[src/rtl/ddc_accum_pkg.sv]
// Shared types, default widths and lane helpers for the integrate-and-dump decimator.
// The accumulator width is always derived from the sample and rate widths.
package ddc_accum_pkg;

  localparam int DEF_N_CH   = 4;
  localparam int DEF_IN_W   = 16;
  localparam int DEF_RATE_W = 16;

  // IN_W+RATE_W bits hold the sum of up to 2^RATE_W-1 full-scale samples without wrap.
  function automatic int acc_w(input int in_w, input int rate_w);
    return in_w + rate_w;
  endfunction

  localparam int DEF_ACC_W = acc_w(DEF_IN_W, DEF_RATE_W);

  typedef logic signed [DEF_IN_W-1:0] sample_t;

  typedef struct packed {
    logic signed [DEF_ACC_W-1:0] q;
    logic signed [DEF_ACC_W-1:0] i;
  } iq_acc_t;

  typedef enum logic {
    SER_IDLE,
    SER_SEND
  } ser_state_e;

  function automatic logic [2*DEF_IN_W-1:0] lane_pack(input sample_t q, input sample_t i);
    return {q, i};
  endfunction

  function automatic sample_t lane_i(input logic [2*DEF_IN_W-1:0] lane);
    return sample_t'(lane[DEF_IN_W-1:0]);
  endfunction

  function automatic sample_t lane_q(input logic [2*DEF_IN_W-1:0] lane);
    return sample_t'(lane[2*DEF_IN_W-1:DEF_IN_W]);
  endfunction

endpackage

[src/rtl/ddc_accum_serializer.sv]
// Hold bank for one completed frame plus the FSM that streams it out one channel per beat.
// Detects frames completing while the previous one is still draining.
module ddc_accum_serializer
  import ddc_accum_pkg::*;
#(
  parameter int N_CH  = DEF_N_CH,
  parameter int ACC_W = DEF_ACC_W,
  parameter int CH_W  = 2
) (
  input  logic                     s_axis_aclk,
  input  logic                     s_axis_aresetn,
  input  logic                     dump,
  input  logic [N_CH*2*ACC_W-1:0]  dump_data,
  input  logic                     resync,
  output logic [2*ACC_W-1:0]       m_axis_tdata,
  output logic [CH_W-1:0]          m_axis_tuser,
  output logic                     m_axis_tlast,
  output logic                     m_axis_tvalid,
  input  logic                     m_axis_tready,
  output logic                     overflow
);

  localparam logic [CH_W-1:0] LAST_CH = CH_W'(N_CH - 1);

  logic [2*ACC_W-1:0] hold [N_CH];
  logic               hold_full;
  ser_state_e         state, state_nxt;
  logic [CH_W-1:0]    ch, ch_nxt;
  logic               hs, tlast_hs, take, overrun;

  assign m_axis_tvalid = (state == SER_SEND);
  assign m_axis_tuser  = ch;
  assign m_axis_tlast  = m_axis_tvalid && (ch == LAST_CH);
  assign m_axis_tdata  = m_axis_tvalid ? hold[ch] : '0;

  always_comb begin
    // NOTE: every output of this block gets a default first so no path leaves it unassigned (no latch).
    state_nxt = state;
    ch_nxt    = ch;
    hs        = m_axis_tvalid && m_axis_tready;
    tlast_hs  = hs && m_axis_tlast;
    // The bank is free this cycle if empty or its last beat is leaving right now.
    take      = dump && (!hold_full || tlast_hs);
    overrun   = dump && hold_full && !tlast_hs;
    case (state)
      SER_IDLE: begin
        if (take || hold_full) begin
          state_nxt = SER_SEND;
          ch_nxt    = '0;
        end
      end
      SER_SEND: begin
        if (hs) begin
          if (ch == LAST_CH) begin
            ch_nxt    = '0;
            state_nxt = take ? SER_SEND : SER_IDLE;
          end else begin
            ch_nxt = ch + CH_W'(1);
          end
        end
      end
      default: state_nxt = SER_IDLE;
    endcase
  end

  always_ff @(posedge s_axis_aclk or negedge s_axis_aresetn) begin
    if (!s_axis_aresetn) begin
      state     <= SER_IDLE;
      ch        <= '0;
      hold_full <= 1'b0;
      overflow  <= 1'b0;
      // NOTE: the hold bank is a few flops, not a RAM; resetting it guarantees zero output data after reset.
      for (int c = 0; c < N_CH; c++) hold[c] <= '0;
    end else begin
      state <= state_nxt;
      ch    <= ch_nxt;
      if (take) begin
        hold_full <= 1'b1;
        for (int c = 0; c < N_CH; c++) hold[c] <= dump_data[2*ACC_W*c +: 2*ACC_W];
      end else if (tlast_hs) begin
        hold_full <= 1'b0;
      end
      if (resync)       overflow <= 1'b0;
      else if (overrun) overflow <= 1'b1;
    end
  end

endmodule

[src/rtl/ddc_accum_dump.sv]
// Integrate-and-dump decimator: per-channel I/Q accumulators over a programmable frame
// length, handing each completed frame to the serializer. The input is never stalled.
module ddc_accum_dump
  import ddc_accum_pkg::*;
#(
  parameter  int N_CH   = DEF_N_CH,
  parameter  int IN_W   = DEF_IN_W,
  parameter  int RATE_W = DEF_RATE_W,
  localparam int ACC_W  = acc_w(IN_W, RATE_W),
  localparam int CH_W   = (N_CH > 1) ? $clog2(N_CH) : 1
) (
  input  logic                     s_axis_aclk,
  input  logic                     s_axis_aresetn,
  input  logic [RATE_W-1:0]        ds_rate,
  input  logic                     enable,
  input  logic                     resync,
  input  logic [N_CH*2*IN_W-1:0]   s_axis_tdata,
  input  logic                     s_axis_tvalid,
  output logic                     s_axis_tready,
  output logic [2*ACC_W-1:0]       m_axis_tdata,
  output logic [CH_W-1:0]          m_axis_tuser,
  output logic                     m_axis_tlast,
  output logic                     m_axis_tvalid,
  input  logic                     m_axis_tready,
  output logic                     overflow
);

  logic [RATE_W-1:0] cnt, rate_q, rate_now, frame_rate;
  logic              accept, clear, last_beat, dump;
  logic [IN_W-1:0]   smp_i [N_CH];
  logic [IN_W-1:0]   smp_q [N_CH];
  logic [ACC_W-1:0]  acc_i [N_CH];
  logic [ACC_W-1:0]  acc_q [N_CH];
  logic [ACC_W-1:0]  sum_i [N_CH];
  logic [ACC_W-1:0]  sum_q [N_CH];
  logic [N_CH*2*ACC_W-1:0] dump_data;

  always_comb begin
    // NOTE: combinational logic uses blocking '='; registers below use '<=' so all flops update together.
    rate_now   = (ds_rate == '0) ? RATE_W'(1) : ds_rate;
    // The first beat of a frame sees the freshly latched rate; later beats use the held copy.
    frame_rate = (cnt == '0) ? rate_now : rate_q;
    accept     = s_axis_tvalid && s_axis_tready && enable;
    clear      = !enable || resync;
    last_beat  = (cnt == frame_rate - RATE_W'(1));
    dump       = accept && last_beat && !resync;
    dump_data  = '0;
    for (int c = 0; c < N_CH; c++) begin
      smp_i[c] = s_axis_tdata[2*IN_W*c +: IN_W];
      smp_q[c] = s_axis_tdata[2*IN_W*c + IN_W +: IN_W];
      sum_i[c] = acc_i[c] + {{RATE_W{smp_i[c][IN_W-1]}}, smp_i[c]};
      sum_q[c] = acc_q[c] + {{RATE_W{smp_q[c][IN_W-1]}}, smp_q[c]};
      dump_data[2*ACC_W*c +: 2*ACC_W] = {sum_q[c], sum_i[c]};
    end
  end

  always_ff @(posedge s_axis_aclk or negedge s_axis_aresetn) begin
    if (!s_axis_aresetn) begin
      s_axis_tready <= 1'b0;
      cnt           <= '0;
      rate_q        <= '0;
      for (int c = 0; c < N_CH; c++) begin
        acc_i[c] <= '0;
        acc_q[c] <= '0;
      end
    end else begin
      s_axis_tready <= 1'b1;
      if (clear) begin
        cnt <= '0;
        for (int c = 0; c < N_CH; c++) begin
          acc_i[c] <= '0;
          acc_q[c] <= '0;
        end
      end else if (accept) begin
        if (cnt == '0) rate_q <= rate_now;
        if (last_beat) begin
          cnt <= '0;
          for (int c = 0; c < N_CH; c++) begin
            acc_i[c] <= '0;
            acc_q[c] <= '0;
          end
        end else begin
          cnt <= cnt + RATE_W'(1);
          for (int c = 0; c < N_CH; c++) begin
            acc_i[c] <= sum_i[c];
            acc_q[c] <= sum_q[c];
          end
        end
      end
    end
  end

  ddc_accum_serializer #(
    .N_CH  (N_CH),
    .ACC_W (ACC_W),
    .CH_W  (CH_W)
  ) u_serializer (
    .s_axis_aclk    (s_axis_aclk),
    .s_axis_aresetn (s_axis_aresetn),
    .dump           (dump),
    .dump_data      (dump_data),
    .resync         (resync),
    .m_axis_tdata   (m_axis_tdata),
    .m_axis_tuser   (m_axis_tuser),
    .m_axis_tlast   (m_axis_tlast),
    .m_axis_tvalid  (m_axis_tvalid),
    .m_axis_tready  (m_axis_tready),
    .overflow       (overflow)
  );

endmodule

[config.mk]
export PLATFORM = sky130hd
export DESIGN_NAME = ddc_accum_dump
export DESIGN_NICKNAME = d
export VERILOG_FILES = /design/src/rtl/ddc_accum_pkg.sv /design/src/rtl/ddc_accum_serializer.sv /design/src/rtl/ddc_accum_dump.sv
export SDC_FILE = /design/constraint.sdc
export NUM_CORES = 1
export LEC_CHECK = 0
export BUFFER_PORTS_ARGS = -buffer_cell sky130_fd_sc_hd__buf_4
export CORE_MARGIN = 5
export CORE_UTILIZATION = 55
export CTS_BUF_LIST = sky130_fd_sc_hd__clkbuf_16
export DETAILED_ROUTE_END_ITERATION = 16
export MAX_ROUTING_LAYER = met4
export PLACE_DENSITY = 0.79
export SLEW_MARGIN = 30
export SYNTH_ARGS = -nofsm -noshare
export SYNTH_HDL_FRONTEND = slang
export SYNTH_SLANG_ARGS = --single-unit
[constraint.sdc]
create_clock -name s_axis_aclk -period 7.4 [get_ports s_axis_aclk]
set_clock_uncertainty 0.05 [all_clocks]
set_input_delay 1.11 -clock s_axis_aclk [delete_from_list [all_inputs] [get_ports s_axis_aclk]]
set_output_delay 1.11 -clock s_axis_aclk [all_outputs]
set_load 0.005 [all_outputs]
==> impl_metrics.yaml, run 1 <==
timing:
  drv_slew: 0
  period_needed_ns: 5.55
  period_share_pct: 75.1
  rsz0062_at_grt: "false"
  tns_ns: 0
  fmax_ghz: 0.180
  finalHoldViolations: 0
  worst_pin_slew_ns: 0.891
  final-setup-viol-count: 0
  slew_headroom_pct: 40.2
yosys:
  synth.distinct_cells: 80
  synth.top_cell.area_share_pct: 39.5
  yosysMostFrequentCell: "dfrtp_1"
  yosys_warnings: 0
  async_flop_share_pct: 100
  synthCells: 3164
  syn_area_per_cell_um2: 11.0
  synthTopCellsByArea: "dfrtp_1 (40%), ha_1 (9.1%), mux2_2 (6.9%)"
  ys_ff_latch: 550
  synth_edf_count: 0
  synthFlopType: "dfrtp_1"
  synthesis.area_um2: 34800
  synth_common_cells: "dfrtp_1 (550), a22o_1 (254), ha_1 (252)"
  ys_seq_area_share_pct: 39.5
  yosys.area.top_type: "dfrtp_1"
  syn_nets: 3574
setup_path:
  slowest_stage: "and4_1"
  rrSetupSlack_ns: 1.85
  crit_path_end_kind: "flip-flop"
  slowest_delay_ns: 0.61
  crit_buf_inv: 2
  path_max_fanout: 126
  cp-start-kind: "flip-flop"
  required_ns: 7.85
  crit_type: "flip-flop to flip-flop"
  crit_family: "simple AND/OR/NAND/NOR gates"
  worstPathArrival_ns: 6.01
  crit_chain: "inv_1 > ha_1 > nor4b_4 > and4_1 > o21ai_0 > ha_1 > nor2b_1 > o21ai_0 > a2111oi_0 > mux2i_1 > nand3b_1 > nor4b_4 > nand2_8 > buf_12 > mux2_4"
layout:
  nets: 3756
  drive_gt1_share_pct: 20.9
  syn2layout_area_growth_pct: 12.8
  fillers: 5057
floorplan:
  die_h_um: 262
  coreArea_um2: 62900
  boundaryPins: 220
  die-area_um2: 68400
  rows: 92
  fp.dieW_um: 262
  start_util_pct: 55.4
cts:
  clockBufferDepth: 3
  clock_sinks: 550
  cts_tree: "built"
  cts_resized: 0
  h-tree-depth: 2
  post_cts_buffers: 0
  clock_latency_ns: 0.62
  cts_buffers: 59
  postCtsHoldBufs: 0
  clkTransAtPathRegs_ns: 0.06
  cts_root_buffer: "clkbuf_16"
grt:
  grt_pass1_wl_um: 141000
  grt_overflow: 0
  grt_max_degree: 162
  grt_pass1_vias: 26300
  grt_usage_pct: 26.2
  antenna_found_initial: 8
min_path:
  min_path_type: "primary input to async pin"
power:
  clockPowerShare_pct: 42.7
  p_switching_mw: 1.90
  internal_power_mw: 5.25
  power_density_nw_per_um2: 182
  p_seq_share_pct: 43.9
  swShare_pct: 26.6
  ir_drop_mv: 0.159
  power.share.combinational_pct: 13.4
  finalPower_mw: 7.16
  leakage_nw: 19.5
route:
  vias: 26400
  drt-total-wl_um: 88400
  dr_wl_met2_um: 41200
  drt-initial-drc-count: 1865
  wl_met1_um: 39600
  via_per_inst: 6.21
  antenna_left: 0
  met3_length_um: 5560
  wire_per_inst_um: 20.8
  drc: 0
  top_layer_used: "met4"
  drt-pass1-iter-count: 8
place:
  io_buffer_count: 219
  place_hpwl_um: 63000
  gp_congestion: 0.911
run:
  cap_violations: 0
outcome:
  outcome: "complete, no violations"
[registers in the layout, indices dropped and copies added (netlist names)]
signal and count:
rate_q 16, acc_i 128, u_serializer.hold_full 1, u_serializer.m_axis_tvalid 1, s_axis_tready 1, u_serializer.overflow 1, u_serializer.m_axis_tuser 2, cnt 16
acc_q 128, u_serializer.hold 256
[power by group through the flow]
stage	logic, mW	registers, mW	clock network (mW)
3_3_place_gp	0.925	3.19	0
6_report	0.960	3.14	3.05
4_1_cts	0.955	3.14	3.11
5_1_grt	1.06	3.15	3.24
2_1_floorplan	0.630	3.18	0
3_5_place_dp	0.947	3.20	0
[layout by cell type, fill, tap and decap left out, types with 9 or more instances in the layout]
master and instances:
dfrtp_1 547, a22o_1 254, ha_1 252, buf_4 235, mux2_2 212, a21oi_1 206, xnor2_1 182, nor2_1 151
nand2_1 149, o21ai_0 141, a21o_1 76, and2_1 73, xor2_1 69, mux4_2 64, mux2_4 60, clkbuf_16 60
inv_1 56, nor3_1 56, nand3_1 48, a211oi_1 42, o21a_1 41, nand2b_1 33, o21bai_1 32, and3_1 29
a31oi_1 28, nor2b_1 22, o211ai_1 19, or3_1 18, mux2i_1 17, nand4_1 12, a31o_2 11, or2_2 10
nor4_1 9, clkinv_2 9, clkinv_1 9, bufinv_16 9
[worst reg2reg max path: cells and delay by family, from the launching register on]
kind                       cells  cell delay [ns]
adders and majority gates      2             0.59
and+or+nand+nor                6             2.37
muxes                          2             0.67
DFF                            1             0.39
buffers and inverters          2             0.58
AOI/OAI and AO/OA              3             0.78
[logic make-up (layout without fill, tap and decap cells)]
family | after synthesis | in the layout | synth area share, %
adder cells (fa/ha/maj) | 260 | 260 | 9.52
AO/OA/AOI/OAI | 934 | 934 | 18.8
buffers and inverters | 166 | 397 | 2.14
flip-flops | 550 | 550 | 39.5
multiplexers | 354 | 354 | 14.1
XOR/XNOR | 251 | 251 | 6.32
other | 1 | 9 | 0.0108
AND/OR/NAND/NOR | 648 | 648 | 9.53
[routing by layer]
layer	up-vias	GRT usage [%]
met5	-	-
met1	13100	36.2
li1	12300	-
met2	779	41.2
met3	128	4.03
met4	0	6.06
[path summary, 6_finish.rpt]
path                                     endpoint            from  cells after the start
min reg2reg                             acc_q[95]       acc_q[95]                      1
max                        u_serializer.hold[203]          cnt[0]                     15
max in group asynchronous               rate_q[3]  s_axis_aresetn                      3
min                                     acc_q[32]  s_axis_aresetn                      1
max reg2reg                u_serializer.hold[203]          cnt[0]                     15
min in group s_axis_aclk                acc_q[95]       acc_q[95]                      1
[area by class of cell]
type	count	area, µm²	share of cell area [%]
Inverter	42	158	0.401
Multi-Input combinational cell	2448	20300	51.7
Timing Repair Buffer	245	1960	4.99
Antenna cell	8	20.0	0.0510
Tap cell	846	1060	2.70
Sequential cell	550	13800	35.1
Clock buffer	60	1500	3.82
Clock inverter	50	485	1.24
[through the flow]
step	cells	utilization, %	area, µm²	hold slack (ns)	setup WS [ns]
floorplan	3164	-	34800	0.420	2.48
global placement	4130	59.2	37200	0.432	1.44
detailed placement	4130	59.2	37200	0.437	1.41
CTS	4240	62.4	39200	0.450	1.93
global route	4249	62.5	39300	0.461	1.41
finish	4249	62.5	39300	0.448	1.85
(Power assumes the default switching activity.)
==> run 2: changes to the inputs <==
ABC_AREA = 1   (was default)
PLACE_DENSITY = 0.82   (was 0.79)
clock period = 4.9 ns   (was 7.4 ns; I/O delays follow)
==> run 2 against run 1 <==
First-iteration DRC count rose by 92%. Setup slack worse by 1.2 ns. Register-to-register slack lost 1.2 ns. Routed wire length increased by 25%. Sequential cell count unchanged. Critical path type unchanged. Core utilization decreased by 0.83 points. Critical endpoint is now acc_i[28]. Clock-buffer cell count is 2 higher. Synthesized cell count grew 62%. Via count grew 34%. Global-route usage up 4.1 points. Non-clock buffer count up 11.
==> impl_metrics.yaml, run 2 <==
route:
  via_per_inst: 5.73
  antenna_left: 0
  vias: 35400
  drc: 0
  drt-total-wl_um: 111000
  drt-initial-drc-count: 3577
  drt-pass1-iter-count: 8
  wire_per_inst_um: 17.9
setup_path:
  rrSetupSlack_ns: 0.63
  slowest_stage: "inv_6"
  timing.rr.start: "cnt[0]"
  crit_type: "flip-flop to flip-flop"
  cpMostUsedCell: "nand2_1"
  cp-start-kind: "flip-flop"
  required_ns: 5.44
  worstPathArrival_ns: 4.80
  slowest_delay_ns: 0.61
  crit_path_end_kind: "flip-flop"
  reg2reg_depth: 24
  path_max_fanout: 63
  crit_buf_inv: 5
  crit_chain: "inv_1 > ha_1 > nand2_1 > nor2_4 > nand2_4 > nand2_1 > nand2_1 > inv_1 > ha_1 > inv_1 > nor2_1 > nand2_1 > nor2_4 > nand3b_1 > nand2_1 > nor2_1 > nand2_1 > nor2_4 > nand3_1 > nand2_2 > inv_6 > buf_4 > nand2_1 > nand2_1"
  reg2reg_to: "acc_i[28]"
  crit_family: "simple AND/OR/NAND/NOR gates"
layout:
  final_cell_mix: "nand2_1 (1738), dfrtp_1 (548), nor2_1 (502)"
  largest-register: "u_serializer.hold"
  drive_gt1_share_pct: 7.63
  final_common_cell: "nand2_1"
  nets: 5669
  syn2layout_area_growth_pct: 11.5
  top_regs: "u_serializer.hold: 256 flops, acc_i: 128 flops, acc_q: 128 flops"
  largest_register_ff_count: 256
yosys:
  synthTopCellsByArea: "dfrtp_1 (37%), nand2_1 (18%), ha_1 (8.5%)"
  synth_edf_count: 0
  syn_area_per_cell_um2: 7.23
  ys_seq_area_share_pct: 37.1
  synthesis.area_um2: 37100
  yosys.area.top_type: "dfrtp_1"
  yosysMostFrequentCell: "nand2_1"
  syn_nets: 5542
  synth_common_cells: "nand2_1 (1739), dfrtp_1 (550), nor2_1 (503)"
  async_flop_share_pct: 100
  synth.top_cell.area_share_pct: 37.1
  ys_ff_latch: 550
  synthCells: 5132
  synthFlopType: "dfrtp_1"
  yosys_warnings: 0
  synth.distinct_cells: 46
timing:
  rsz0062_at_grt: "false"
  worst_pin_slew_ns: 0.888
  fmax_ghz: 0.234
  period_needed_ns: 4.27
  setup_slack_ns: 0.635
  tns_ns: 0
  slew_headroom_pct: 40.8
  period_share_pct: 87.0
  drv_slew: 0
  finalHoldViolations: 0
  whs_ns: 0.281
  final-setup-viol-count: 0
floorplan:
  fp.dieW_um: 270
  rows: 95
  start_util_pct: 55.3
  coreArea_um2: 67000
  die_h_um: 270
  die-area_um2: 72700
  boundaryPins: 220
cts:
  clkTransAtPathRegs_ns: 0.06
  clock_latency_ns: 0.66
  cts_tree: "built"
  clockBufferDepth: 3
  cts_buffers: 61
  cts_root_buffer: "clkbuf_16"
  h-tree-depth: 2
  clock_sinks: 550
min_path:
  min_path_type: "primary input to flip-flop"
  hp-start: "resync"
  holdPathStages: 2
  min_to: "u_serializer.overflow"
power:
  leakage_nw: 22.7
  power_density_nw_per_um2: 306
  ir_drop_mv: 0.349
grt:
  grt_usage_pct: 30.2
  grt_pass1_wl_um: 178000
  grt_pass1_vias: 34200
  grt_max_degree: 208
  antenna_found_initial: 3
  grt_overflow: 0
outcome:
  outcome: "complete, no violations"
run:
  cap_violations: 0
place:
  gp_congestion: 0.991
  place_hpwl_um: 80000
  io_buffer_count: 219
  dp_slack_ns: 0.653
run 2: cell types whose count changed after synthesis, sizes merged, moves of 125 or more:
| cell | delta |
|---|---|
| xor2 | +125 |
| a22o | -254 |
| inv | +282 |
| o21ai | +241 |
| mux2 | -272 |
| nor2 | +362 |
| nand3 | +256 |
| nand2 | +1597 |
| a21oi | +148 |
run 2: where the power goes:
| group | internal, mW | leakage, nW | switching (mW) |
|---|---|---|---|
| Clock | 2.54 | 0.974 | 2.11 |
| Combinational | 0.994 | 14.1 | 2.25 |
| Sequential | 4.66 | 7.59 | 0.0809 |
run 2: stage by stage:
stage	utilization (%)	instances	power, mW	area (µm²)
floorplan	-	5132	6.92	37100
global placement	58.6	6067	7.95	39300
detailed placement	58.6	6067	8.00	39300
CTS	61.6	6183	12.6	41300
global route	61.7	6187	13.2	41300
finish	61.7	6187	12.6	41300
run 2: metal layers:
layer,vias up,routed length (µm),GRT usage [%]
met5,-,0,-
met4,0,4800,11.5
met2,1382,51100,48.0
met3,248,8490,4.85
met1,16700,46400,39.3
li1,17100,-,-
run 2: worst max path at each step:
stage            from                     to  slack [ns]  cells after the start
2_1_floorplan  cnt[0]  u_serializer.hold[25]        1.78                     23
3_3_place_gp   cnt[0]              acc_i[27]        0.79                     24
3_5_place_dp   cnt[0]              acc_i[28]        0.65                     24
4_1_cts        cnt[0]              acc_i[28]        0.64                     24
5_1_grt        cnt[0]              acc_q[21]        0.23                     25
6_report       cnt[0]              acc_i[28]        0.63                     24
run 2: area by class of cell:
cell class	instances	area (µm²)
well taps	873	1090
clock buffers	62	1550
fillers	6107	25700
inverters	325	1240
repair buffers	256	2150
diodes	3	7.51
clock inverters	53	447
multi-input cells	4065	21100
flip-flops and latches	550	13800
run 2: cell families after synthesis:
group / count (synthesis) / share of synthesized area, %
XOR/XNOR: 252 / 5.95
AND/OR/NAND/NOR: 2656 / 28.6
other: 1 / 0.0101
adder cells (fa/ha/maj): 260 / 8.93
buffers and inverters: 517 / 6.13
AO/OA/AOI/OAI: 896 / 13.2
flip-flops: 550 / 37.1
run 2: repair_timing:
| action | CTS | global route |
|---|---|---|
| buffers inserted | 0 | 0 |
| hold buffers | 1 | 0 |
| hold endpoints to repair | 1 | 0 |
| gates resized for setup | 0 | 0 |
run 2: worst register-to-register path, cell delays in order (launching register included):
cell,delay [ns]
dfrtp_1,0.42
inv_1,0.13
ha_1,0.18
nand2_1,0.10
nor2_4,0.31
nand2_4,0.21
nand2_1,0.11
nand2_1,0.10
inv_1,0.09
ha_1,0.19
inv_1,0.06
nor2_1,0.09
nand2_1,0.12
nor2_4,0.17
nand3b_1,0.09
nand2_1,0.07
nor2_1,0.04
nand2_1,0.10
nor2_4,0.06
nand3_1,0.09
nand2_2,0.27
inv_6,0.62
buf_4,0.38
nand2_1,0.09
nand2_1,0.07
